File: src/rtl/mem_wb_pipe_reg.sv
// MEM->WB stage register with valid/ready handshake, 2-entry skid buffer, flush and bubble zeroing.
// Optional performance counters are built when MEM_WB_PIPE_PERF_EN is defined.
module mem_wb_pipe_reg #(
    parameter int DATA_W = 128,
    parameter int CTRL_W = 4,
    parameter int RD_W   = 5
) (
    input  logic              clk,
    input  logic              reset,
    input  logic              in_valid,
    output logic              in_ready,
    input  logic [DATA_W-1:0] in_data,
    input  logic [CTRL_W-1:0] in_ctrl,
    input  logic [RD_W-1:0]   in_rd,
    input  logic              flush,
    output logic              out_valid,
    input  logic              out_ready,
    output logic [DATA_W-1:0] out_data,
    output logic [CTRL_W-1:0] out_ctrl,
    output logic [RD_W-1:0]   out_rd,
    output logic [1:0]        occupancy,
    output logic [31:0]       stall_cnt,
    output logic [15:0]       flush_drop_cnt
);

    typedef enum logic [1:0] {
        EMPTY = 2'd0,
        ONE   = 2'd1,
        FULL  = 2'd2
    } state_e;

    state_e            state_q, state_d;
    logic [DATA_W-1:0] main_data_q, main_data_d;
    logic [CTRL_W-1:0] main_ctrl_q, main_ctrl_d;
    logic [RD_W-1:0]   main_rd_q, main_rd_d;
    logic [DATA_W-1:0] skid_data_q, skid_data_d;
    logic [CTRL_W-1:0] skid_ctrl_q, skid_ctrl_d;
    logic [RD_W-1:0]   skid_rd_q, skid_rd_d;

    logic main_valid;
    logic skid_valid;
    logic in_fire;
    logic out_fire;

    assign main_valid = (state_q == ONE) || (state_q == FULL);
    assign skid_valid = (state_q == FULL);

    // in_ready comes straight from registered state, so out_ready never reaches it.
    assign in_ready  = ~skid_valid;
    assign out_valid = main_valid;
    assign in_fire   = in_valid & in_ready;
    assign out_fire  = out_valid & out_ready;

    assign out_data  = main_data_q;
    assign out_ctrl  = main_valid ? main_ctrl_q : '0;
    assign out_rd    = main_valid ? main_rd_q : '0;
    assign occupancy = {1'b0, main_valid} + {1'b0, skid_valid};

    always_comb begin
        state_d     = state_q;
        main_data_d = main_data_q;
        main_ctrl_d = main_ctrl_q;
        main_rd_d   = main_rd_q;
        skid_data_d = skid_data_q;
        skid_ctrl_d = skid_ctrl_q;
        skid_rd_d   = skid_rd_q;
        case (state_q)
            EMPTY: begin
                if (in_fire) begin
                    main_data_d = in_data;
                    main_ctrl_d = in_ctrl;
                    main_rd_d   = in_rd;
                    state_d     = ONE;
                end
            end
            ONE: begin
                if (in_fire && out_fire) begin
                    main_data_d = in_data;
                    main_ctrl_d = in_ctrl;
                    main_rd_d   = in_rd;
                end else if (in_fire) begin
                    skid_data_d = in_data;
                    skid_ctrl_d = in_ctrl;
                    skid_rd_d   = in_rd;
                    state_d     = FULL;
                end else if (out_fire) begin
                    state_d = EMPTY;
                end
            end
            FULL: begin
                if (out_fire) begin
                    main_data_d = skid_data_q;
                    main_ctrl_d = skid_ctrl_q;
                    main_rd_d   = skid_rd_q;
                    state_d     = ONE;
                end
            end
            default: state_d = EMPTY;
        endcase
        if (flush) begin
            state_d = EMPTY;
        end
    end

    always_ff @(posedge clk) begin
        if (!reset) begin
            state_q     <= EMPTY;
            main_data_q <= '0;
            main_ctrl_q <= '0;
            main_rd_q   <= '0;
            skid_data_q <= '0;
            skid_ctrl_q <= '0;
            skid_rd_q   <= '0;
        end else begin
            state_q     <= state_d;
            main_data_q <= main_data_d;
            main_ctrl_q <= main_ctrl_d;
            main_rd_q   <= main_rd_d;
            skid_data_q <= skid_data_d;
            skid_ctrl_q <= skid_ctrl_d;
            skid_rd_q   <= skid_rd_d;
        end
    end

`ifdef MEM_WB_PIPE_PERF_EN
    logic [31:0] stall_cnt_q, stall_cnt_d;
    logic [15:0] flush_drop_cnt_q, flush_drop_cnt_d;
    logic [16:0] drop_sum;

    assign drop_sum = {1'b0, flush_drop_cnt_q} + {15'd0, occupancy};

    // Both counters saturate rather than wrap.
    always_comb begin
        stall_cnt_d      = stall_cnt_q;
        flush_drop_cnt_d = flush_drop_cnt_q;
        if (out_valid && !out_ready && (stall_cnt_q != 32'hFFFF_FFFF)) begin
            stall_cnt_d = stall_cnt_q + 32'd1;
        end
        if (flush) begin
            flush_drop_cnt_d = drop_sum[16] ? 16'hFFFF : drop_sum[15:0];
        end
    end

    always_ff @(posedge clk) begin
        if (!reset) begin
            stall_cnt_q      <= '0;
            flush_drop_cnt_q <= '0;
        end else begin
            stall_cnt_q      <= stall_cnt_d;
            flush_drop_cnt_q <= flush_drop_cnt_d;
        end
    end

    assign stall_cnt      = stall_cnt_q;
    assign flush_drop_cnt = flush_drop_cnt_q;
`else
    assign stall_cnt      = '0;
    assign flush_drop_cnt = '0;
`endif

endmodule

File: config.mk
export PLATFORM = sky130hd
export DESIGN_NAME = mem_wb_pipe_reg
export DESIGN_NICKNAME = d
export VERILOG_FILES = /design/src/rtl/mem_wb_pipe_reg.sv
export SDC_FILE = /design/constraint.sdc
export NUM_CORES = 1
export LEC_CHECK = 0
export ABC_AREA = 1
export BUFFER_PORTS_ARGS = -buffer_cell sky130_fd_sc_hd__clkbuf_2
export CAP_MARGIN = 40
export CORE_AREA = 8 8 208 210
export CTS_CLUSTER_SIZE = 30
export DETAILED_ROUTE_END_ITERATION = 8
export DIE_AREA = 0 0 216 218
export HOLD_SLACK_MARGIN = 0.15
export SYNTH_ARGS = -nofsm -noshare
export SYNTH_HDL_FRONTEND = slang
export SYNTH_SLANG_ARGS = --single-unit
export TNS_END_PERCENT = 10
File: constraint.sdc
create_clock -name clk -period 2.1 [get_ports clk]
set_input_delay 0.63 -clock clk [delete_from_list [all_inputs] [get_ports clk]]
set_output_delay 0.63 -clock clk [all_outputs]
set_load 0.02 [all_outputs]
# ---- Word-level counts from Yosys, hierarchy flattened
# Index checks and enable logic that the tools add are counted.
# W data, S select, Z words.
dict set report word_totals {
  ff_bits 276
  inputBits 142
  output_inout_bits 189
  word_cells 48
}
dict set report classes {
  add_sub_neg 1
  n_eq_ne 7
  muxes 20
  bitwise_logic 5
  n_reduce_logical 8
}
# cell count
set ops {}
lappend ops {{$mux W128} 3}
lappend ops {{$pmux W128 S3} 1}
lappend ops {{$mux W5} 4}
lappend ops {{$mux W4} 4}
lappend ops {{$pmux W5 S3} 1}
lappend ops {{$pmux W4 S3} 1}
lappend ops {{$mux W2} 5}
lappend ops {{$reduce_and A4 Y1} 2}
lappend ops {{$pmux W2 S3} 1}
lappend ops {{$ne A2 B1 Y1 const B} 2}
lappend ops {{$ne A2 B2 Y1 const B} 2}
lappend ops {{$ne A3 B3 Y1 const B} 1}
lappend ops {{$not A1 Y1} 3}
lappend ops {{$reduce_and A3 Y1} 1}
lappend ops {{$reduce_bool A3 Y1} 1}
lappend ops {{$add A1 B1 Y2} 1}
lappend ops {{$and A1 B1 Y1} 2}
lappend ops {{$eq A2 B1 Y1 const B} 1}
lappend ops {{$eq A2 B2 Y1 const B} 1}
lappend ops {{$logic_not A2 Y1} 1}
lappend ops {{$reduce_or A2 Y1} 1}
lappend ops {{$logic_and A1 B1 Y1} 1}
lappend ops {{$logic_or A1 B1 Y1} 1}

# ---- Depth between registers and ports, before layout
dict set report logic_depth {
  depth_word 7
  depth_mapped 13
}

# ---- Worst setup path after synthesis
# OpenSTA, ideal clock, no wires.
dict set report synth_path {
  path_type {register to register}
  startpoint {register state_q[0]}
  endpoint {register main_ctrl_q[0]}
  setup_time_ns 0.116
  arrival_ns 1.788
  required_ns 1.984
  path_slack_ns 0.196
  path_stages_with_launch 13
  n_path_buf 3
  synth_period_minus_slack_ns 1.904
  path_cell_list {dfxtp_1 > inv_1 > ha_1 > buf_4 > nand2_2 > inv_2 > nand2_1 > nand2_1 > nand3_2 > buf_4 > buf_2 > o21ai_0 > nor2_1}
}
dict set report synth_between {
  elab_chain_len 6
}
# element line_no
set synth_rtl {}
lappend synth_rtl {{from (decl)} 32} ;# state_e state_q, state_d;
lappend synth_rtl {{from (signal assigned)} 115} ;# state_q <= state_d;
lappend synth_rtl {{$eq A2 B1 Y1 or $eq A2 B2 Y1 (tied branches)} 45} ;# assign main_valid = (state_q == ONE) || (state_q == FULL);
lappend synth_rtl {{$logic_or A1 B1 Y1 (*)} 45}
lappend synth_rtl {{via out_valid} 16} ;# output logic out_valid,
lappend synth_rtl {{$and A1 B1 Y1 (*)} 52} ;# assign out_fire = out_valid & out_ready;
lappend synth_rtl {{$logic_and A1 B1 Y1} 77} ;# if (in_fire && out_fire) begin
lappend synth_rtl {{$ne A2 B1 Y1 (no line)} --}
lappend synth_rtl {{$reduce_and A4 Y1 (no line) (*)} --}
lappend synth_rtl {{to (signal assigned)} 117} ;# main_ctrl_q <= main_ctrl_d;
lappend synth_rtl {{to (decl)} 34} ;# logic [CTRL_W-1:0] main_ctrl_q, main_ctrl_d;
# Mark *: on every way through the listed nets, which the timed path passes. The rest lies on a longest branch.
# A chain may end at the register's enable or synchronous reset.

# ---- Worst setup path in the final report
dict set report layout_path {
  startpoint {register state_q[0]}
  endpoint {output port out_rd[1]}
}
dict set report layout_between {
  elab_chain_len 3
}
# element line_no
set layout_rtl {}
lappend layout_rtl {{$eq A2 B1 Y1 or $eq A2 B2 Y1 (tied branches)} 45}
lappend layout_rtl {{$logic_or A1 B1 Y1 (*)} 45}
lappend layout_rtl {{$mux W5 (*)} 56} ;# assign out_rd = main_valid ? main_rd_q : '0;
lappend layout_rtl {{to (decl)} 20} ;# output logic [RD_W-1:0] out_rd,
# Mark *: on every way between the ends. The rest lies on a longest branch, timed or not.

==> flow_metrics.tcl <==
set metrics [dict create \
    rr_startpoint "state_q[0]" \
    cts_buffers 34 \
    rows 74 \
    leakagePower_nw 7.15 \
    fin_ws_ns -0.128 \
    synth_edf_count 0 \
    critPathArrivalTime_ns 1.60 \
    drive_above_1_share_pct 20.4 \
    slowest_stage "dfxtp_2" \
    wl_per_cell_um 14.8 \
    syn_to_final_growth_pct 26.5 \
    via_per_inst 4.52 \
    drc 0 \
    register_area_um2 5530 \
    hold_class "primary input to flop" \
    drv_slew 0 \
    syn_inst 1734 \
    hpwl_um 24100 \
    die_h_um 218 \
    grt_pass1_vias 11000 \
    start_util_pct 29.3 \
    worst_pin_slew_ns 0.775 \
    dp.cells 2460 \
    insertion_delay_ns 0.52 \
    grt_start_max_net_pins 86 \
    path_clk_slew_ns 0.05 \
    clock_path_buffers 3 \
    synth_area_leaders "dfxtp_1 47%, nor2_1 18%, nand2_1 14%" \
    fin_skew_ns 0.0194 \
    yosysTopAreaCell "dfxtp_1" \
    rsz0062_at_grt "true" \
    max_stage_delay_ns 0.36 \
    ys_warn_count 0 \
    nets 2112 \
    cts_tree "done" \
    crit_buf_inv 4 \
    fmax_mhz 449 \
    multi_input_area_um2 5450 \
    clock-root-buffer "clkbuf_16" \
    place_congestion 0.767 \
    hp-start "flush" \
    vias 11400 \
    fin_cells 2523 \
    period_needed_ns 2.23 \
    synth.most_common_cell "nor2_1" \
    run_status "finished, violations left" \
    startpoint_type "flop" \
    syn_area_um2 11800 \
    synth_flop_cell "dfxtp_1" \
    die-area_um2 47100 \
    post-route-period-util_pct 106 \
    cp_data_required_time_ns 1.47 \
    h-tree-depth 2 \
    maxSlewHeadroom_pct 48.3 \
    path_cells "inv_4, ha_4, buf_12, nand2_4, inv_2, buf_8" \
    end_kind "primary output" \
    ios 331 \
    critical_path_class "flop to primary output" \
    coreArea_um2 40200 \
    port_buffers 282 \
    crit_family "buffers and inverters" \
    wirelength_um 37300 \
    worstPathMaxFanout 7 \
    cts_hold_buffers 0 \
    hold_viol_final 0 \
    finalSetupViolCount 9 \
    nFillCells 4278 \
    cap_violations 0 \
    synth_top_area_share_pct 47.0 \
    grt-ovfl-total 0 \
    avgSynthCellArea_um2 6.78 \
    async_flop_share_pct 0 \
    drtAntennaViolNets 0 \
    synth_common_cells "551 x nor2_1, 432 x nand2_1, 276 x dfxtp_1, 238 x o21ai_0, 54 x buf_4" \
    grt_pass1_wl_um 59100 \
    violations "negative setup slack" \
    crit_start "state_q[0]" \
    initialDrtViolationCount 859 \
    yosys_register_bits 276 \
    grt.total_usage_pct 15.3 \
    dieWidth_um 216 \
    yosys.cell_types.count 19 \
    firstDrtPassIters 4 \
    antenna_found_initial 1 \
    cts.sinks 276 \
    p_per_area_nw_per_um2 949 \
    fin_hold_ws_ns 0.359 \
    ys_seq_area_share_pct 47.0 \
    vdd_drop_max_v 0.000495 \
]
-- report_power, final --
part / internal, mW / total, mW / switching (mW)
sequential: 5.69 / 5.95 / 0.255
clock: 3.53 / 5.79 / 2.26
combinational: 0.802 / 2.38 / 1.58
total: 10.0 / 14.1 / 4.09
-- metal layers --
metal  vias to the layer above  GRT usage [%]  wire [um]
met5                         -              0          0
met4                         0           6.40       1090
met3                        58           3.80       2420
met2                       318           25.5      17400
met1                      5252           18.8      16400
li1                       5781              -          -
-- tightest hold or removal path: cells and delay by family --
family | cells | cell delay, ns
compound gates | 1 | 0.03
simple gates | 1 | 0.05
buf+inv | 2 | 0.12
-- state kept, by name, indices dropped and copies added (netlist names) --
register     cells
main_rd_q        5
skid_rd_q        5
main_ctrl_q      4
skid_ctrl_q      4
out_data       128
skid_data_q    128
state_q          2
-- per-stage QoR --
| stage | util [%] | area (um^2) | TNS [ns] | setup WS [ns] | total power, mW |
|---|---|---|---|---|---|
| after floorplan | - | 11900 | 0 | 0.196 | 7.62 |
| after global placement | 33.6 | 13500 | 0 | 0.00841 | 8.37 |
| after detailed placement | 33.6 | 13500 | 0 | 0.00529 | 8.42 |
| after CTS | 36.8 | 14800 | -1.72 | -0.184 | 14.3 |
| after global routing | 37.0 | 14900 | -1.89 | -0.210 | 14.9 |
| final | 37.0 | 14900 | -1.04 | -0.128 | 14.1 |
-- cells by family after synthesis --
logic type                 count (synthesis)  synth area share (%)
other                                      1                0.0319
buffers and inverters                    189                  9.16
DFF                                      276                  47.0
adders and majority gates                  4                 0.425
AOI/OAI and AO/OA                        276                  11.7
and+or+nand+nor                          988                  31.7
-- final timing paths --
path	endpoint	slack (ns)	cells after the start
max	out_rd[1]	-0.13	6
min	state_q[1]	0.36	4
max reg2reg	out_data[5]	0.13	11
min reg2reg	skid_rd_q[4]	0.48	2
-- area by class of cell --
class                      count  share of cell area, %
clock buffer                  50                   6.94
antenna                        1                 0.0168
clock inverter                10                  0.572
sequential                   276                   37.2
inverter                      20                  0.690
multi-input combinational   1316                   36.7
tap                          532                   4.47
timing repair buffer         318                   13.5
-- cells in the final DEF (no fill, tap or decap), drive strengths merged --
| cell type | Yosys | layout |
|---|---|---|
| clkbuf | 53 | 321 |
| ha | 4 | 4 |
| a21oi | 2 | 2 |
| bufinv | 0 | 1 |
| inv | 20 | 21 |
| buf | 116 | 47 |
| clkinvlp | 0 | 1 |
| dfxtp | 276 | 276 |
| diode | 0 | 1 |
| clkinv | 0 | 7 |
| nor2 | 551 | 551 |
| nand3 | 4 | 4 |
| o21ai | 274 | 274 |
| conb | 1 | 48 |
| nand2 | 433 | 433 |
-- timing repair --
item / 4_1_cts / 5_1_grt
hold endpoints to repair: 0 / 0
endpoints found under the setup margin: 13 / 12
setup buffers: 2 / 0
pin swaps: 1 / 8
resized for setup: 40 / 36
(Power assumes the default switching activity.)
